<file path="config.mk">
export PLATFORM = sky130hd
export DESIGN_NAME = video_timing_gen_flat
export DESIGN_NICKNAME = d
export VERILOG_FILES = /design/src/rtl/video_timing_pkg.sv /design/src/rtl/video_timing_if.sv /design/src/rtl/timing_axis_counter.sv /design/src/rtl/video_timing_gen.sv /design/src/flat_wrapper.sv
export SDC_FILE = /design/constraint.sdc
export NUM_CORES = 1
export LEC_CHECK = 0
export CORE_UTILIZATION = 35
export DETAILED_ROUTE_END_ITERATION = 7
export PLACE_DENSITY = 0.64
export SKIP_CTS_REPAIR_TIMING = 1
export SYNTH_ARGS = -nofsm -noshare
export SYNTH_HDL_FRONTEND = slang
export SYNTH_SLANG_ARGS = --single-unit
</file>
<file path="constraint.sdc">
create_clock -name pix_clk -period 5.5 [get_ports pix_clk]
set_input_delay 1.1 -clock pix_clk [delete_from_list [all_inputs] [get_ports pix_clk]]
set_output_delay 1.1 -clock pix_clk [all_outputs]
set_load 0.1 [all_outputs]
</file>
<file path="src/rtl/video_timing_pkg.sv">
// Shared raster timing constants for the HDMI picture path and the
// helper that derives total line/frame lengths from a segment set.
package video_timing_pkg;

  typedef struct packed {
    int unsigned sync;
    int unsigned bp;
    int unsigned act;
    int unsigned fp;
  } axis_timing_t;

  // CEA-861 1280x720@60, 74.25 MHz pixel clock
  localparam axis_timing_t H_720P   = '{sync: 40, bp: 220, act: 1280, fp: 110};
  localparam axis_timing_t V_720P   = '{sync: 5,  bp: 20,  act: 720,  fp: 5};
  localparam bit           POL_720P = 1'b1;

  // CEA-861 1920x1080@60, 148.5 MHz pixel clock
  localparam axis_timing_t H_1080P   = '{sync: 44, bp: 148, act: 1920, fp: 88};
  localparam axis_timing_t V_1080P   = '{sync: 5,  bp: 36,  act: 1080, fp: 4};
  localparam bit           POL_1080P = 1'b1;

  function automatic int unsigned axis_total(input int unsigned sync, input int unsigned bp,
                                             input int unsigned act, input int unsigned fp);
    return sync + bp + act + fp;
  endfunction

  function automatic int unsigned h_total(input axis_timing_t t);
    return axis_total(t.sync, t.bp, t.act, t.fp);
  endfunction

  function automatic int unsigned v_total(input axis_timing_t t);
    return axis_total(t.sync, t.bp, t.act, t.fp);
  endfunction

endpackage

</file>
<file path="src/rtl/video_timing_if.sv">
// Raster output bundle from the timing generator to the overlay stage.
interface video_timing_if #(
  parameter int unsigned X_BITS = 12,
  parameter int unsigned Y_BITS = 12
);
  logic              hs_out;
  logic              vs_out;
  logic              de_out;
  logic [X_BITS-1:0] act_x;
  logic [Y_BITS-1:0] act_y;
  logic              frame_start;

  modport master (output hs_out, vs_out, de_out, act_x, act_y, frame_start);
  modport slave  (input  hs_out, vs_out, de_out, act_x, act_y, frame_start);
endinterface

</file>
<file path="src/rtl/timing_axis_counter.sv">
// One raster axis: wrapping position counter with sync/active region decode.
// The total SYNC+BP+ACT+FP must fit in W bits.
module timing_axis_counter
  import video_timing_pkg::*;
#(
  parameter int unsigned W    = 12,
  parameter int unsigned SYNC = 40,
  parameter int unsigned BP   = 220,
  parameter int unsigned ACT  = 1280,
  parameter int unsigned FP   = 110
) (
  input  logic         pix_clk,
  input  logic         rst,
  input  logic         en,
  output logic [W-1:0] cnt,
  output logic         wrap,
  output logic         in_sync,
  output logic         in_act
);
  localparam int unsigned  TOTAL     = axis_total(SYNC, BP, ACT, FP);
  localparam logic [W-1:0] LAST      = W'(TOTAL - 1);
  localparam logic [W-1:0] SYNC_END  = W'(SYNC);
  localparam logic [W-1:0] ACT_START = W'(SYNC + BP);
  localparam logic [W-1:0] ACT_END   = W'(SYNC + BP + ACT);

  logic [W-1:0] cnt_reg;
  logic [W-1:0] cnt_next;

  // wrap is qualified by en so a chained axis sees it only on its own step
  assign wrap = en && (cnt_reg == LAST);

  always_comb begin
    cnt_next = cnt_reg;
    if (en) begin
      cnt_next = (cnt_reg == LAST) ? '0 : cnt_reg + W'(1);
    end
  end

  always_ff @(posedge pix_clk) begin
    if (rst) begin
      cnt_reg <= '0;
    end else begin
      cnt_reg <= cnt_next;
    end
  end

  assign cnt     = cnt_reg;
  assign in_sync = (cnt_reg < SYNC_END);
  assign in_act  = (cnt_reg >= ACT_START) && (cnt_reg < ACT_END);

endmodule

</file>
<file path="src/rtl/video_timing_gen.sv">
// Free-running raster timing generator: registered hs/vs/de, active-area
// coordinates and a frame-start pulse, one cycle behind the counters.
module video_timing_gen
  import video_timing_pkg::*;
#(
  parameter int unsigned X_BITS = 12,
  parameter int unsigned Y_BITS = 12,
  parameter int unsigned H_SYNC = H_720P.sync,
  parameter int unsigned H_BP   = H_720P.bp,
  parameter int unsigned H_ACT  = H_720P.act,
  parameter int unsigned H_FP   = H_720P.fp,
  parameter int unsigned V_SYNC = V_720P.sync,
  parameter int unsigned V_BP   = V_720P.bp,
  parameter int unsigned V_ACT  = V_720P.act,
  parameter int unsigned V_FP   = V_720P.fp,
  parameter bit          HS_POL = POL_720P,
  parameter bit          VS_POL = POL_720P
) (
  input logic            pix_clk,
  input logic            rst,
  video_timing_if.master vid
);
  localparam logic [X_BITS-1:0] H_ACT_START = X_BITS'(H_SYNC + H_BP);
  localparam logic [Y_BITS-1:0] V_ACT_START = Y_BITS'(V_SYNC + V_BP);

  logic [X_BITS-1:0] h_cnt;
  logic              h_wrap;
  logic              h_sync;
  logic              h_act;
  logic [Y_BITS-1:0] v_cnt;
  logic              v_wrap;
  logic              v_sync;
  logic              v_act;

  timing_axis_counter #(
    .W(X_BITS), .SYNC(H_SYNC), .BP(H_BP), .ACT(H_ACT), .FP(H_FP)
  ) u_h_axis (
    .pix_clk (pix_clk),
    .rst     (rst),
    .en      (1'b1),
    .cnt     (h_cnt),
    .wrap    (h_wrap),
    .in_sync (h_sync),
    .in_act  (h_act)
  );

  // Vertical steps once per line, so vs edges land on h_cnt == 0
  timing_axis_counter #(
    .W(Y_BITS), .SYNC(V_SYNC), .BP(V_BP), .ACT(V_ACT), .FP(V_FP)
  ) u_v_axis (
    .pix_clk (pix_clk),
    .rst     (rst),
    .en      (h_wrap),
    .cnt     (v_cnt),
    .wrap    (v_wrap),
    .in_sync (v_sync),
    .in_act  (v_act)
  );

  logic              hs_reg,          hs_next;
  logic              vs_reg,          vs_next;
  logic              de_reg,          de_next;
  logic [X_BITS-1:0] act_x_reg,       act_x_next;
  logic [Y_BITS-1:0] act_y_reg,       act_y_next;
  logic              frame_start_reg, frame_start_next;
  logic              at_origin_reg;

  // The counters sit at (0,0) exactly after reset or after a full-frame wrap,
  // which avoids two wide zero compares for frame_start.
  always_ff @(posedge pix_clk) begin
    if (rst) begin
      at_origin_reg <= 1'b1;
    end else begin
      at_origin_reg <= v_wrap;
    end
  end

  always_comb begin
    hs_next          = h_sync ? HS_POL : ~HS_POL;
    vs_next          = v_sync ? VS_POL : ~VS_POL;
    de_next          = h_act & v_act;
    act_x_next       = de_next ? (h_cnt - H_ACT_START) : '0;
    act_y_next       = v_act   ? (v_cnt - V_ACT_START) : '0;
    frame_start_next = at_origin_reg;
  end

  always_ff @(posedge pix_clk) begin
    if (rst) begin
      hs_reg          <= ~HS_POL;
      vs_reg          <= ~VS_POL;
      de_reg          <= 1'b0;
      act_x_reg       <= '0;
      act_y_reg       <= '0;
      frame_start_reg <= 1'b0;
    end else begin
      hs_reg          <= hs_next;
      vs_reg          <= vs_next;
      de_reg          <= de_next;
      act_x_reg       <= act_x_next;
      act_y_reg       <= act_y_next;
      frame_start_reg <= frame_start_next;
    end
  end

  assign vid.hs_out      = hs_reg;
  assign vid.vs_out      = vs_reg;
  assign vid.de_out      = de_reg;
  assign vid.act_x       = act_x_reg;
  assign vid.act_y       = act_y_reg;
  assign vid.frame_start = frame_start_reg;

endmodule

</file>
<file path="src/flat_wrapper.sv">
// flat-port wrapper written by rule: the top's interface ports become plain ports
module video_timing_gen_flat import video_timing_pkg::*;
#(
  parameter int unsigned X_BITS = 12,
  parameter int unsigned Y_BITS = 12,
  parameter int unsigned H_SYNC = H_720P.sync,
  parameter int unsigned H_BP   = H_720P.bp,
  parameter int unsigned H_ACT  = H_720P.act,
  parameter int unsigned H_FP   = H_720P.fp,
  parameter int unsigned V_SYNC = V_720P.sync,
  parameter int unsigned V_BP   = V_720P.bp,
  parameter int unsigned V_ACT  = V_720P.act,
  parameter int unsigned V_FP   = V_720P.fp,
  parameter bit          HS_POL = POL_720P,
  parameter bit          VS_POL = POL_720P
)
  (pix_clk, rst, vid_hs_out, vid_vs_out, vid_de_out, vid_act_x, vid_act_y, vid_frame_start);
  video_timing_if #(.X_BITS(X_BITS), .Y_BITS(Y_BITS)) vid_i ();
  input logic pix_clk;
  input logic rst;
  output wire logic [$bits(vid_i.hs_out)-1:0] vid_hs_out;
  output wire logic [$bits(vid_i.vs_out)-1:0] vid_vs_out;
  output wire logic [$bits(vid_i.de_out)-1:0] vid_de_out;
  output wire logic [$bits(vid_i.act_x)-1:0] vid_act_x;
  output wire logic [$bits(vid_i.act_y)-1:0] vid_act_y;
  output wire logic [$bits(vid_i.frame_start)-1:0] vid_frame_start;
  assign vid_hs_out = vid_i.hs_out;
  assign vid_vs_out = vid_i.vs_out;
  assign vid_de_out = vid_i.de_out;
  assign vid_act_x = vid_i.act_x;
  assign vid_act_y = vid_i.act_y;
  assign vid_frame_start = vid_i.frame_start;
  video_timing_gen #(.X_BITS(X_BITS), .Y_BITS(Y_BITS), .H_SYNC(H_SYNC), .H_BP(H_BP), .H_ACT(H_ACT), .H_FP(H_FP), .V_SYNC(V_SYNC), .V_BP(V_BP), .V_ACT(V_ACT), .V_FP(V_FP), .HS_POL(HS_POL), .VS_POL(VS_POL)) u_core (.pix_clk(pix_clk), .rst(rst), .vid(vid_i));
endmodule
</file>
==> qor.csv, run 1 <==
stage,metric,value,unit
global_routing,grt_pass1_wl,7.327,mm
setup_path,criticalPathCategory,flop to primary output,
setup_path,critPathBufInv,1,
final_layout,final_common_cell,dfxtp_1,
placement,dp_cells,359,
logic_synthesis,synth_edf_count,0,
min_path,holdPathEnd,u_core.vid.frame_start$_SDFF_PP0_,
clocking,clock_sinks,53,
floorplan,core_area,0.006386,mm^2
placement,place_area,0.002620,mm^2
setup_path,slowest_stage,clkdlybuf4s50_1,
logic_synthesis,async_reset_ff_share,0,%
logic_synthesis,synthMuxAreaShare,0.4278,%
floorplan,fp.dieW,83.76,um
power_and_ir_drop,p_leak,1.041,nW
route,drt_iter0_markers,63,
logic_synthesis,ys.warnings.count,0,
power_and_ir_drop,sw_frac_of_total,22.90,%
floorplan,die_area,0.007016,mm^2
final_layout,fin_nets,300,
min_path,hold_start,u_core.at_origin_reg$_SDFF_PP1_,
route,drc_errors,0,
floorplan,die_h,83.76,um
min_path,min_path_type,flop to flop,
placement,preCtsSetupSlack,2.480,ns
timing,finalHoldViolations,0,
min_path,hold_path_depth,1,
setup_path,crit_path_end_kind,primary output,
setup_path,rr_worst_depth,7,
timing,slew_violations,0,
timing,tightestPinTransition,0.9827,ns
logic_synthesis,synth.area.top_cells,"dfxtp_1 (45%), nor2_1 (8.0%), xnor2_1 (6.0%)",
logic_synthesis,yosys.area.top_type_share,45.35,%
final_layout,synthToLayoutAreaGrowth,15.51,%
setup_path,worst_ep_arrival_time,1.77,ns
logic_synthesis,yosys.area_share.xor_xnor,10.11,%
logic_synthesis,synthFlopType,dfxtp_1,
route,routed_wl,4.188,mm
global_routing,grt_use_total,12.84,%
timing,min_period,2.866,ns
logic_synthesis,seq_area_frac_synth,45.35,%
logic_synthesis,ys_types,36,
setup_path,critPathTopFamily,buffers and inverters,
global_routing,grt-ovfl-total,0,
clocking,cts_tree,done,
power_and_ir_drop,ir_drop,0.1306,mV
setup_path,crit_chain,clkdlybuf4s50_1,
power_and_ir_drop,powerDensity,232.3,mW/mm^2
timing,slew-limit-headroom,34.28,%
final_layout,antennaDiodeCount,0,
clocking,clk_pin_slew_worst_paths,0.09,ns
global_routing,antenna_found_initial,0,
route,vias,1739,
status,status,completed,
setup_path,worstPathRequired,4.40,ns
timing,rsz0062_at_grt,no,
setup_path,start_kind,flop,
clocking,clk_latency,0.30,ns
global_routing,grt_max_degree,16,
final_layout,final_util,42.32,%
timing,final-setup-viol-count,0,
floorplan,io-pin-count,30,
power_and_ir_drop,internal_power,0.4841,mW
power_and_ir_drop,sequentialPowerShare,62.1,%
setup_path,r2r-end,u_core.vid.act_x[11]$_SDFF_PP0_,
logic_synthesis,synth-seq-cells,53,
timing,post-route-period-util,52.12,%
placement,dp_hpwl,2.982,mm
timing,clock_skew,0.008885,ns
timing,whs,0.4702,ns
final_layout,drive_gt1_share,3.448,%
route,antenna_left,0,
clocking,cts_root_buf,clkbuf_8,
logic_synthesis,synth_top_family_by_area,simple AND/OR/NAND/NOR gates,
final_layout,instances_no_fill,367,
timing,setup_ws,2.634,ns
floorplan,rows,29,
timing,setup_tns,0,ns
logic_synthesis,synth_cells,274,
clocking,clk_path_buf_depth,2,
global_routing,grt_pass1_vias,1671,
logic_synthesis,syn_nets,285,
floorplan,start_util,36.64,%
logic_synthesis,syn_area,0.002340,mm^2
clocking,cts_made_buffers,5,
placement,port_buffers,29,
power_and_ir_drop,pwr-share-comb,4.5,%
setup_path,rrSetupSlack,3.24,ns
placement,gp_congestion,0.7784,
power_and_ir_drop,p_sw,0.1438,mW
route,vias_per_cell,4.738,
logic_synthesis,synth_area_leader_cell,dfxtp_1,
clocking,cts_max_level,2,
final_layout,final_area,0.002703,mm^2
logic_synthesis,synthSimpleGateAreaFrac,26.74,%
setup_path,crit_fanout,1,
power_and_ir_drop,total_power,0.6278,mW
power_and_ir_drop,clockPowerShare,33.5,%
logic_synthesis,syn_avg_cell_area,8.539,um^2
logic_synthesis,synth_compound_area_share,6.417,%
final_layout,layout_common_cells,"dfxtp_1 (53), nor2_1 (50), clkdlybuf4s50_1 (29)",
logic_synthesis,synth_fa_ha_area_share,4.813,%
setup_path,r2r-start,u_core.u_h_axis.cnt[2]$_SDFF_PP0_,
flow_run,maxCapViolCount,0,
timing,max_freq,0.3489,GHz
setup_path,slowest_delay,1.14,ns
route,wl_per_cell,11.41,um
route,drtPass1Iterations,4,
==> how the worst max path moves through the flow <==
stage                                    from                         endpoint  slack [ns]  cells after the start
3_5_place_dp                              rst  u_core.vid.act_x[11]$_SDFF_PP0_        2.48                      5
3_3_place_gp                              rst  u_core.vid.act_x[11]$_SDFF_PP0_        2.55                      5
5_1_grt                                   rst  u_core.vid.act_x[11]$_SDFF_PP0_        2.58                      5
4_1_cts        u_core.vid.act_x[4]$_SDFF_PP0_                     vid_act_x[4]        2.63                      1
2_1_floorplan                             rst  u_core.vid.act_y[10]$_SDFF_PP0_        3.40                      6
6_report       u_core.vid.act_x[4]$_SDFF_PP0_                     vid_act_x[4]        2.63                      1
==> synth_stat cells (all sizes together), types with 5 or more instances <==
| library cell | count |
|---|---|
| nand4 | 6 |
| xnor2 | 16 |
| inv | 10 |
| nand2 | 23 |
| o21ai | 8 |
| buf | 7 |
| xor2 | 11 |
| ha | 9 |
| nor3 | 12 |
| a21oi | 11 |
| nor2 | 50 |
| nand3 | 5 |
| clkbuf | 14 |
| dfxtp | 53 |
==> routing by layer <==
metal,vias to the layer above,part of all wire [%],GRT usage (%)
met5,-,0,0
met4,0,1.1,4.468
met3,6,3.7,3.759
met2,29,47,22.25
met1,783,48,15.03
li1,921,-,-
==> kinds of logic (layout without fill, tap and decap cells) <==
| group | Yosys count | in the layout |
|---|---|---|
| compound gates | 26 | 26 |
| xor+xnor | 27 | 27 |
| flops | 53 | 53 |
| simple gates | 127 | 127 |
| buf+inv | 31 | 47 |
| fa+ha+maj | 9 | 9 |
| mux | 1 | 1 |
==> power by group through the flow <==
stage / Combinational, mW / Sequential (mW) / Clock (mW)
3_5_place_dp: 0.0282 / 0.399 / 0
2_1_floorplan: 0.0138 / 0.407 / 0
3_3_place_gp: 0.0282 / 0.399 / 0
6_report: 0.0280 / 0.390 / 0.210
4_1_cts: 0.0283 / 0.390 / 0.216
5_1_grt: 0.0311 / 0.390 / 0.236
==> layout make-up <==
class | instances | area [um^2]
multi-input combinational | 190 | 1135
inverter | 10 | 37.54
sequential | 53 | 1061
clock inverter | 2 | 10.01
timing repair buffer | 29 | 290.3
fill | 657 | 3684
clock buffer | 6 | 72.57
tap | 77 | 96.34
No activity file was read; power rests on OpenSTA's default activity.
==> inputs of run 2 (changes only) <==
- clock period: 5.5 -> 2.85 ns (I/O delays scaled with it)
==> run 2 against run 1 <==
Effect of this change:
- first-iteration DRC count grew 100%
- die area is the same
- core utilization fell by 0.57 points
- clock skew is 0.0014 ns lower
- critical path type is now flop to flop
- largest cell class unchanged
==> qor.csv, run 2 (synthesis results as in run 1) <==
stage,metric,value,unit
timing,finalHoldViolations,0,
power_and_ir_drop,sequentialPowerShare,59.8,%
flow_run,maxCapViolCount,0,
setup_path,start_kind,flop,
clocking,cts_root_buf,clkbuf_8,
global_routing,grt_pass1_vias,1700,
setup_path,slowest_stage,dfxtp_1,
setup_path,crit_path_end_kind,flop,
global_routing,antenna_found_initial,0,
setup_path,criticalPathCategory,flop to flop,
floorplan,io-pin-count,30,
power_and_ir_drop,sw_frac_of_total,21.96,%
power_and_ir_drop,clockPowerShare,35.9,%
route,routed_wl,4.271,mm
placement,dp_cells,361,
route,vias,1755,
floorplan,fp.dieW,83.76,um
timing,rsz0062_at_grt,no,
global_routing,grt_max_degree,16,
final_layout,multi_input_area,0.001135,mm^2
setup_path,crit_fanout,9,
final_layout,drive_gt1_share,14.04,%
power_and_ir_drop,p_leak,1.114,nW
floorplan,die_area,0.007016,mm^2
timing,tightestPinTransition,0.6309,ns
timing,clock_skew,0.007445,ns
power_and_ir_drop,powerDensity,472.5,mW/mm^2
timing,post-route-period-util,70.39,%
setup_path,worstPathRequired,3.08,ns
floorplan,die_h,83.76,um
setup_path,critPathTopFamily,compound AO/OA/AOI/OAI gates,
clocking,clk_path_buf_depth,2,
setup_path,cp-startpoint,u_core.u_h_axis.cnt[2]$_SDFF_PP0_,
timing,setup_tns,0,ns
floorplan,rows,29,
setup_path,slowest_delay,0.50,ns
setup_path,crit_chain,"inv_1, ha_1, nor2b_1, a21o_1, a211oi_1, nand3_1, buf_4, a21oi_1",
setup_path,cp.depth,8,
final_layout,final_common_cell,dfxtp_1,
route,wl_per_cell,11.57,um
clocking,cts_tree,done,
timing,slew-limit-headroom,57.56,%
placement,place_area,0.002565,mm^2
route,antenna_left,0,
global_routing,grt_use_total,13.73,%
power_and_ir_drop,internal_power,0.9831,mW
power_and_ir_drop,p_sw,0.2767,mW
global_routing,grt-ovfl-total,0,
placement,port_buffers,29,
final_layout,final_area,0.002666,mm^2
timing,min_period,2.006,ns
power_and_ir_drop,ir_drop,0.2337,mV
clocking,clk_latency,0.30,ns
floorplan,start_util,36.64,%
placement,dp_hpwl,3.129,mm
clocking,clk_pin_slew_worst_paths,0.09,ns
route,drc_errors,0,
timing,setup_ws,0.8440,ns
placement,preCtsSetupSlack,0.7198,ns
setup_path,rrSetupSlack,0.84,ns
power_and_ir_drop,pwr-share-comb,4.4,%
final_layout,layout_common_cells,"dfxtp_1 (53), nor2_1 (50), buf_4 (30)",
route,drtPass1Iterations,4,
route,drt_iter0_markers,129,
global_routing,grt_pass1_wl,7.859,mm
clocking,cts_max_level,2,
placement,gp_congestion,0.7805,
final_layout,nFillCells,666,
clocking,cts_made_buffers,5,
setup_path,critPathBufInv,2,
final_layout,antennaDiodeCount,0,
setup_path,rr_worst_depth,8,
final_layout,seqCellArea,0.001061,mm^2
timing,slew_violations,0,
status,status,completed,
timing,max_freq,0.4985,GHz
setup_path,r2r-end,u_core.vid.act_x[4]$_SDFF_PP0_,
final_layout,fin_nets,302,
final_layout,synthToLayoutAreaGrowth,13.96,%
route,vias_per_cell,4.756,
timing,whs,0.4633,ns
clocking,clock_sinks,53,
floorplan,core_area,0.006386,mm^2
timing,final-setup-viol-count,0,
setup_path,r2r-start,u_core.u_h_axis.cnt[2]$_SDFF_PP0_,
min_path,min_path_type,flop to flop,
setup_path,cp-endpoint,u_core.vid.act_x[4]$_SDFF_PP0_,
setup_path,worst_ep_arrival_time,2.24,ns
final_layout,instances_no_fill,369,
run 2: changes by cell type in the layout (fill, tap and decap cells not counted), sizes merged:
cell,delta
buf,+30
clkdlybuf4s50,-28
clkbuf,+1
clkinv,-1
run 2: worst min path at each step:
| stage | end | startpoint | slack [ns] | cells after the start |
|---|---|---|---|---|
| floorplan | u_core.vid.frame_start$_SDFF_PP0_ | u_core.at_origin_reg$_SDFF_PP1_ | 0.41 | 1 |
| global placement | u_core.vid.frame_start$_SDFF_PP0_ | u_core.at_origin_reg$_SDFF_PP1_ | 0.45 | 1 |
| global route | u_core.vid.frame_start$_SDFF_PP0_ | u_core.at_origin_reg$_SDFF_PP1_ | 0.48 | 1 |
| CTS | u_core.vid.frame_start$_SDFF_PP0_ | u_core.at_origin_reg$_SDFF_PP1_ | 0.46 | 1 |
| finish | u_core.vid.frame_start$_SDFF_PP0_ | u_core.at_origin_reg$_SDFF_PP1_ | 0.46 | 1 |
| detailed placement | u_core.vid.frame_start$_SDFF_PP0_ | u_core.at_origin_reg$_SDFF_PP1_ | 0.45 | 1 |
run 2: power groups by stage:
stage | sequential (mW) | combinational (mW) | clock, mW
4_1_cts | 0.753 | 0.0557 | 0.473
2_1_floorplan | 0.785 | 0.0267 | 0
5_1_grt | 0.754 | 0.0612 | 0.506
3_3_place_gp | 0.770 | 0.0551 | 0
6_report | 0.753 | 0.0549 | 0.452
3_5_place_dp | 0.770 | 0.0554 | 0
run 2: metal layers:
metal	vias to the layer above	global-route usage [%]	part of all wire, %	wire length [um]
met5	-	0	0	0
met4	0	5.855	2.2	95
met3	10	2.770	4.3	185
met2	38	23.21	47	2004
met1	777	16.92	46	1985
li1	930	-	-	-
run 2: cell type report:
class	instances	share of cell area (%)
clock buffers	7	3.613
clock inverters	1	0.1877
inverters	10	1.408
multi-input cells	190	42.56
flip-flops and latches	53	39.79
well taps	77	3.613
repair buffers	31	8.822
run 2: stage by stage:
stage	utilization, %	total power, mW
2_1_floorplan	-	0.8118
3_3_place_gp	40.16	0.8248
3_5_place_dp	40.16	0.8258
4_1_cts	41.75	1.281
5_1_grt	41.75	1.322
6_report	41.75	1.260
==> inputs of run 3 (changes only) <==
- clock period: 2.85 -> 1.9 ns (I/O delays scaled with it)
==> run 3 against run 2 <==
Effect of this change:
- global-route usage grew 0.71 points
- clock-buffer cell count unchanged
- non-clock buffer count increased by 22
- first-iteration DRC count up 1.6%
- maximum frequency up 12%
- clock skew increased by 0.00058 ns
- critical path depth is 4 lower
- total power is 48% higher
- core utilization increased by 3.2 points
- critical path type unchanged
- largest cell class unchanged
==> qor.csv, run 3 (synthesis results as in run 1) <==
stage,metric,value,unit
final_layout,layout_common_cells,"buf_4 (52), dfxtp_1 (51), nor2_1 (49)",
timing,setup_tns,0,ns
status,status,completed,
final_layout,final_area,0.002868,mm^2
global_routing,grt_use_total,14.44,%
min_path,min_path_type,flop to flop,
final_layout,multi_input_area,0.001184,mm^2
final_layout,fin_nets,325,
clocking,clock_sinks,53,
route,vias_per_cell,4.839,
clocking,cts_max_level,2,
global_routing,grt-ovfl-total,0,
clocking,cts_root_buf,clkbuf_8,
timing,slew_violations,0,
floorplan,io-pin-count,30,
timing,tightestPinTransition,0.3863,ns
flow_run,maxCapViolCount,0,
timing,finalHoldViolations,0,
setup_path,crit_path_end_kind,flop,
floorplan,rows,29,
placement,port_buffers,29,
final_layout,synthToLayoutAreaGrowth,22.57,%
power_and_ir_drop,ir_drop,0.4064,mV
final_layout,instances_no_fill,391,
min_path,hold_start,u_core.at_origin_reg$_SDFF_PP1_,
route,drc_errors,0,
power_and_ir_drop,p_leak,1.223,nW
placement,gp_congestion,0.8059,
floorplan,die_area,0.007016,mm^2
setup_path,criticalPathCategory,flop to flop,
clocking,clk_path_buf_depth,2,
timing,whs,0.4768,ns
timing,min_period,1.784,ns
setup_path,start_kind,flop,
final_layout,antennaDiodeCount,0,
floorplan,fp.dieW,83.76,um
placement,preCtsSetupSlack,0.02165,ns
placement,dp_cells,381,
final_layout,final_common_cell,buf_4,
clocking,cts_tree,done,
placement,dp_hpwl,3.451,mm
route,routed_wl,4.704,mm
global_routing,grt_pass1_wl,8.162,mm
global_routing,grt_max_degree,15,
setup_path,worstPathRequired,2.14,ns
timing,final-setup-viol-count,0,
setup_path,r2r-start,u_core.u_h_axis.cnt[7]$_SDFF_PP0_,
setup_path,cp-startpoint,u_core.u_h_axis.cnt[7]$_SDFF_PP0_,
route,drtPass1Iterations,4,
global_routing,grt_pass1_vias,1841,
route,drt_iter0_markers,131,
clocking,clk_latency,0.31,ns
final_layout,final_util,44.91,%
floorplan,core_area,0.006386,mm^2
power_and_ir_drop,powerDensity,649.9,mW/mm^2
final_layout,nFillCells,652,
clocking,cts_made_buffers,5,
final_layout,drive_gt1_share,23.25,%
timing,rsz0062_at_grt,no,
timing,post-route-period-util,93.88,%
floorplan,start_util,36.64,%
timing,clock_skew,0.008026,ns
timing,max_freq,0.5606,GHz
floorplan,die_h,83.76,um
timing,slew-limit-headroom,74.05,%
global_routing,antenna_found_initial,0,
power_and_ir_drop,total_power,1.864,mW
final_layout,seqCellArea,0.001064,mm^2
clocking,clk_pin_slew_worst_paths,0.09,ns
placement,place_area,0.002715,mm^2
setup_path,crit_fanout,5,
route,antenna_left,0,
route,wl_per_cell,12.03,um
timing,setup_ws,0.1163,ns
setup_path,worst_ep_arrival_time,2.02,ns
route,vias,1892,
[run 3: cell types whose count changed in the layout (fill, tap and decap cells not counted), sizes merged]
cell,before,now
or3,3,4
clkinv,1,0
buf,30,52
[run 3: final cells by class]
cell class | instances | area share (%)
Clock buffer | 7 | 3.010
Inverter | 10 | 1.309
Multi-Input combinational cell | 191 | 41.27
Sequential cell | 53 | 37.09
Tap cell | 77 | 3.360
Timing Repair Buffer | 53 | 13.96
[run 3: metal layers]
metal | routed length [um] | GRT usage (%) | vias to the layer above | share of wire, %
met4 | 94 | 5.239 | 0 | 2.0
met3 | 236 | 4.847 | 9 | 5.0
met2 | 2217 | 25.13 | 37 | 47
met5 | 0 | 0 | - | 0
li1 | - | - | 972 | -
met1 | 2155 | 16.37 | 874 | 46
[run 3: final timing paths]
path / to / slack (ns) / cells past startpoint
setup / recovery: u_core.u_v_axis.cnt[5]$_SDFFE_PP0P_ / 0.12 / 4
hold / removal: u_core.vid.frame_start$_SDFF_PP0_ / 0.48 / 1
setup reg to reg: u_core.u_v_axis.cnt[5]$_SDFFE_PP0P_ / 0.12 / 4
hold reg to reg: u_core.vid.frame_start$_SDFF_PP0_ / 0.48 / 1
[run 3: report_power, final]
part / leakage (nW) / switching [mW] / internal (mW)
registers: 0.430 / 0.00499 / 1.12
logic: 0.750 / 0.0664 / 0.0374
clock network: 0.0443 / 0.345 / 0.290
[run 3: worst max-delay path, cell delays in order (launching register included)]
cell,delay (ns)
dfxtp_1,0.37
or3_4,0.41
or3_4,0.44
or3_1,0.35
a21oi_1,0.14
==> variant 1: new RTL, config.mk and constraints of run 2 <==
Make the reset (`rst`) asynchronous in 3 clocked blocks.
--- a/src/rtl/timing_axis_counter.sv
+++ b/src/rtl/timing_axis_counter.sv
@@ -37,5 +37,5 @@
   end
 
-  always_ff @(posedge pix_clk) begin
+  always_ff @(posedge pix_clk or posedge rst) begin
     if (rst) begin
       cnt_reg <= '0;
--- a/src/rtl/video_timing_gen.sv
+++ b/src/rtl/video_timing_gen.sv
@@ -68,5 +68,5 @@
   // The counters sit at (0,0) exactly after reset or after a full-frame wrap,
   // which avoids two wide zero compares for frame_start.
-  always_ff @(posedge pix_clk) begin
+  always_ff @(posedge pix_clk or posedge rst) begin
     if (rst) begin
       at_origin_reg <= 1'b1;
@@ -85,5 +85,5 @@
   end
 
-  always_ff @(posedge pix_clk) begin
+  always_ff @(posedge pix_clk or posedge rst) begin
     if (rst) begin
       hs_reg          <= ~HS_POL;
Function: differs if rst is asserted again (counterexample within 4 cycles, from zero or initial values and one cycle with rst high); with rst held inactive, the same outputs for 10 cycles.
==> variant 1 against run 2 <==
Routed wire length up 28%; final cell count rose by 4.9%; maximum frequency decreased by 11%; sequential share of layout area rose by 3.6 points; area after synthesis rose by 17%; sequential cell count is the same; clock skew is 1.2 ps higher; worst setup slack worse by 240 ps; final area up 15%; critical path depth down 2.
Power is not compared: it rests on default switching activity, and its combinational part moved more than twofold at a synthesized area within 25%.
==> variant 1: results (changes against run 2) <==
Parameter                              Value

Routing
  Met1 layer wirelength in the final routing ... 2.647 mm (+33%)
  Count of TritonRoute iterations in the first routing pass ... 6 (+2)
  Met2 WL post-DR ... 2.472 mm (+23%)
  Via/cell ratio ... 5.163 (+8.6%)
  DR iter-0 viols ... 127 (-1.6%)
  Met3 routed WL ... 249 um (+35%)

Worst hold path
  Depth of the worst hold-timing path ... 0 (-1)
  Worst Hold Launch ... u_core.at_origin_reg
  Hold Path Sink ... u_core.vid.frame_start

STA
  Worst hold margin ... 402.5 ps (-60.77 ps)
  Clock skew after layout ... 8.641 ps (+1.196 ps)
  Worst slew margin relative to its limit ... 37.90% (-20 points)

Clocking
  Root buffer cell ... sky130_fd_sc_hd__clkbuf_8

Worst setup path
  Delay contributed by the slowest stage of the critical path ... 540 ps (+40 ps)
  Critical-path cell with the highest stage delay ... sky130_fd_sc_hd__o2111ai_1
  Worst setup path start ... u_core.u_v_axis.cnt[0]
  Maximum fanout along the worst path ... 12 (+3)
  Reg2Reg Depth ... 6 (-2)
  Reg2reg end ... u_core.vid.act_y[2]
  CP Data Arrival Time ... 2460 ps (+220 ps)
  Reg2reg setup slack ... 610 ps (-240 ps)

Place
  Detailed placer's ending HPWL ... 3.871 mm (+24%)
  Routability-driven placement congestion ratio ... 0.8295 (+6.3%)

Yosys
  Synth cell count leaders ... sky130_fd_sc_hd__dfrtp_1 (52), sky130_fd_sc_hd__nor2_1 (27), sky130_fd_sc_hd__nand2_1 (16), sky130_fd_sc_hd__o21ai_0 (15)
  Cell types with the largest area share after synthesis ... sky130_fd_sc_hd__dfrtp_1 (47%), sky130_fd_sc_hd__ha_1 (4.6%), sky130_fd_sc_hd__xnor2_1 (4.2%), sky130_fd_sc_hd__nor2_1 (3.7%), sky130_fd_sc_hd__xor2_1 (3.5%)
  Synth Net Count ... 279 (-2.1%)
  Ys async rst share ... 100.0% (+100 points)
  Sequential area share after synthesis ... 48.40% (+3.1 points)
  Number of distinct library cells after synthesis ... 51 (+42%)

Cells and area
  Number of inserted filler cells in the final layout ... 723 (+8.6%)
  Fraction of final layout cells sized beyond drive strength 1 ... 17.36% (+3.3 points)
  Final-stage net count ... 300 (-0.66%)

GRT
  Global Route met1 Usage ... 19.76% (+2.8 points)
  Wire length of the first global-routing pass ... 9.280 mm (+18%)
  Via count of the first global-routing pass ... 1877 (+10%)
  Maximum number of pins on one net before global-route repair ... 29 (+13)
  Overall fraction of global-route tracks in use ... 14.17% (+0.44 points)
  GR met2 Demand/Resource ... 21.59% (-1.6 points)
  Met3 Track Usage GR ... 2.525% (-0.24 points)

Run status
  Outcome ... finished clean
## variant 1: cell families after synthesis
kind of cell | synth area share, %
AND/OR/NAND/NOR | 22.95
AO/OA/AOI/OAI | 9.627
flip-flops | 48.40
XOR/XNOR | 7.664
adder cells (fa/ha/maj) | 4.562
buffers and inverters | 6.068
multiplexers | 0.7300
## variant 1: metrics by stage
step	cells	worst slack (ps)	power [mW]	instance area [um^2]
after floorplan	267	995.4	0.7773	2743
after global placement	380	662.3	0.7853	2973
after detailed placement	380	598.2	0.7857	2973
after CTS	387	574.6	1.215	3059
after global routing	387	355.5	1.238	3059
final	387	607.2	1.193	3059
## variant 1: layout make-up
cell class                 count  area [um^2]  share of cell area [%]
sequential                    53         1328                   43.39
inverter                      10        37.54                   1.227
tap                           99        123.9                   4.049
clock buffer                   7        86.33                   2.822
timing repair buffer          31        235.2                   7.689
multi-input combinational    187         1249                   40.82
## variant 1: report_power, final
group	internal, mW	switching [mW]
logic	0.00315	0.0148
registers	0.751	0
clock network	0.193	0.231
==> variant 2: new RTL, settings of run 2 <==
Made on the original files. `X_BITS` is set to 12 in 3 places; all go to 8.
--- a/src/rtl/video_timing_if.sv
+++ b/src/rtl/video_timing_if.sv
@@ -1,5 +1,5 @@
 // Raster output bundle from the timing generator to the overlay stage.
 interface video_timing_if #(
-  parameter int unsigned X_BITS = 12,
+  parameter int unsigned X_BITS = 8,
   parameter int unsigned Y_BITS = 12
 );
--- a/src/rtl/video_timing_gen.sv
+++ b/src/rtl/video_timing_gen.sv
@@ -4,5 +4,5 @@
   import video_timing_pkg::*;
 #(
-  parameter int unsigned X_BITS = 12,
+  parameter int unsigned X_BITS = 8,
   parameter int unsigned Y_BITS = 12,
   parameter int unsigned H_SYNC = H_720P.sync,
--- a/src/flat_wrapper.sv
+++ b/src/flat_wrapper.sv
@@ -2,5 +2,5 @@
 module video_timing_gen_flat import video_timing_pkg::*;
 #(
-  parameter int unsigned X_BITS = 12,
+  parameter int unsigned X_BITS = 8,
   parameter int unsigned Y_BITS = 12,
   parameter int unsigned H_SYNC = H_720P.sync,
Ports: changed (resized vid_act_x); port bits go from 30 to 26. No check against the original RTL was run, so the function may have changed too.
==> variant 2 against run 2 <==
Sequential cell count down 8; maximum frequency decreased by 7.3%; count of clock-buffer cells in the layout down 1; final area down 14%; critical endpoint is now u_core.vid.act_y[11]; largest power group unchanged; routed wire length is 19% lower; sequential power is 15% lower; synthesized cell count fell by 21%; combinational power decreased by 6.7%; first-iteration DRC count shrank 52%; total power fell by 5.3%; area after synthesis fell by 17%; worst setup slack worse by 160 ps; via count decreased by 19%.
==> variant 2: results (changes against run 2) <==
Parameter                              Value

GRT
  Overflow left after global routing ... 0 (unchanged)
  Initial antenna violation count ... 0 (unchanged)
  Via count of the first global-routing pass ... 1277 (-25%)
  Overall fraction of global-route tracks in use ... 13.37% (-0.36 points)
  Wire length of the first global-routing pass ... 6.168 mm (-22%)
  Maximum number of pins on one net before global-route repair ... 22 (+6)

Clocking
  Root buffer cell ... sky130_fd_sc_hd__clkbuf_8
  Clock-pin slew on the worst setup and hold paths ... 80 ps
  Depth of the CTS H-tree ... 2 (unchanged)
  Number of clock buffers inserted by TritonCTS ... 5 (unchanged)

Yosys
  Flip-flop cell with the highest count after synthesis ... sky130_fd_sc_hd__dfxtp_1
  Ys async rst share ... 0% (unchanged)
  Sequential area share after synthesis ... 46.24% (+0.90 points)
  Cell types with the largest area share after synthesis ... sky130_fd_sc_hd__dfxtp_1 (46%), sky130_fd_sc_hd__xnor2_1 (8.1%), sky130_fd_sc_hd__nor2_1 (6.9%), sky130_fd_sc_hd__ha_1 (5.8%), sky130_fd_sc_hd__nor3_1 (3.3%)
  Share of the synthesized area in compound gates (AO/OA/AOI/OAI) ... 6.872% (+0.46 points)
  Xor-xnor portion of the synthesized cell area ... 10.79% (+0.68 points)
  Adder and majority gate portion of the synthesized area ... 5.780% (+0.97 points)
  Share of synthesized area spent on multiplexers ... 0% (-0.43 points)
  Synth cell count leaders ... sky130_fd_sc_hd__dfxtp_1 (45), sky130_fd_sc_hd__nor2_1 (36), sky130_fd_sc_hd__xnor2_1 (18), sky130_fd_sc_hd__nor3_1 (13), sky130_fd_sc_hd__nand2_1 (12)
  Synth Net Count ... 227 (-20%)

Worst hold path
  Class of the tightest hold or removal check ... register to register

Place
  Detailed placer's ending HPWL ... 2.455 mm (-22%)
  Pre-CTS worst setup slack ... 673.3 ps (-46.48 ps)
  Routability-driven placement congestion ratio ... 0.7647 (-2.0%)
  IO Port Bufs ... 25 (-14%)
  Placed standard-cell area ... 2176 um^2 (-15%)

Cells and area
  Final-stage net count ... 248 (-18%)
  Count of antenna diodes in the layout ... 0 (unchanged)
  Fraction of final layout cells sized beyond drive strength 1 ... 18.07% (+4.0 points)

Worst setup path
  Reg2Reg Depth ... 7 (-1)
  CP Data Arrival Time ... 2360 ps (+120 ps)
  Maximum fanout along the worst path ... 21 (+12)

Routing
  DR iter-0 viols ... 62 (-52%)
  Final WL ... 3.480 mm (-19%)
  Routed via count ... 1414 (-19%)
  Count of TritonRoute iterations in the first routing pass ... 4 (unchanged)

Run status
  Outcome ... finished clean

STA
  Worst Max-Slew Pin Slew ... 831.5 ps (+200.6 ps)
  Clock skew after layout ... 3.206 ps (-4.239 ps)

Pwr
  Peak supply drop ... 0.1709 mV (-27%)
  Leakage ... 0.8938 nW (-20%)
## variant 2: changes by cell type in the layout (fill, tap and decap cells not counted), moves of 4 or more
cell                             run 2  this run
sky130_fd_sc_hd__a21oi_1            11         6
sky130_fd_sc_hd__and3_1              4         0
sky130_fd_sc_hd__buf_4              30        26
sky130_fd_sc_hd__dfxtp_1            53        45
sky130_fd_sc_hd__nand2_1            23        12
sky130_fd_sc_hd__nor2_1             50        36
sky130_fd_sc_hd__o21ai_0             8         4
sky130_fd_sc_hd__xor2_1             11         6
## variant 2: kinds of logic (layout without fill, tap and decap cells)
kind of cell / after synthesis / after routing
simple gates: 95 / 95
flops: 45 / 45
xor+xnor: 24 / 24
buf+inv: 23 / 45
compound gates: 20 / 20
fa+ha+maj: 9 / 9
## variant 2: cell type report
| class | instances | area [um^2] |
|---|---|---|
| Tap cell | 70 | 87.58 |
| Timing Repair Buffer | 27 | 205.2 |
| Clock buffer | 6 | 82.58 |
| Sequential cell | 45 | 900.9 |
| Clock inverter | 2 | 37.54 |
| Fill cell | 523 | 2942 |
| Inverter | 10 | 37.54 |
| Multi-Input combinational cell | 148 | 944.7 |
## variant 2: metrics by stage
stage / std cells / hold WS [ps]
floorplan: 216 / 413.8
global placement: 300 / 434.0
detailed placement: 300 / 439.6
CTS: 308 / 453.3
global route: 308 / 465.6
finish: 308 / 449.3
## variant 2: critical path, cell delays in order (launching register included)
cell and delay [ps]:
sky130_fd_sc_hd__dfxtp_1 450, sky130_fd_sc_hd__inv_1 90, sky130_fd_sc_hd__ha_1 200, sky130_fd_sc_hd__or3b_2 440, sky130_fd_sc_hd__a311o_1 360, sky130_fd_sc_hd__o211ai_1 90
sky130_fd_sc_hd__buf_4 260, sky130_fd_sc_hd__o21ba_2 190
## variant 2: final timing paths
path	slack, ps	startpoint	to
worst min-delay path	450	u_core.at_origin_reg	u_core.vid.frame_start
worst min register to register	450	u_core.at_origin_reg	u_core.vid.frame_start
worst max register to register	690	u_core.u_v_axis.cnt[1]	u_core.vid.act_y[11]
worst max-delay path	690	u_core.u_v_axis.cnt[1]	u_core.vid.act_y[11]
## variant 2: power breakdown
part	switching [mW]	internal, mW	total (mW)
clock	0.216	0.285	0.501
sequential	0.00595	0.635	0.641
combinational	0.0362	0.0149	0.0512
## variant 2: layer usage
metal	global-route usage, %	wire [um]	part of all wire [%]
met1	18.71	1810	52
met2	18.74	1457	42
met3	3.713	139	4.0
met4	6.346	73	2.1
met5	0	0	0
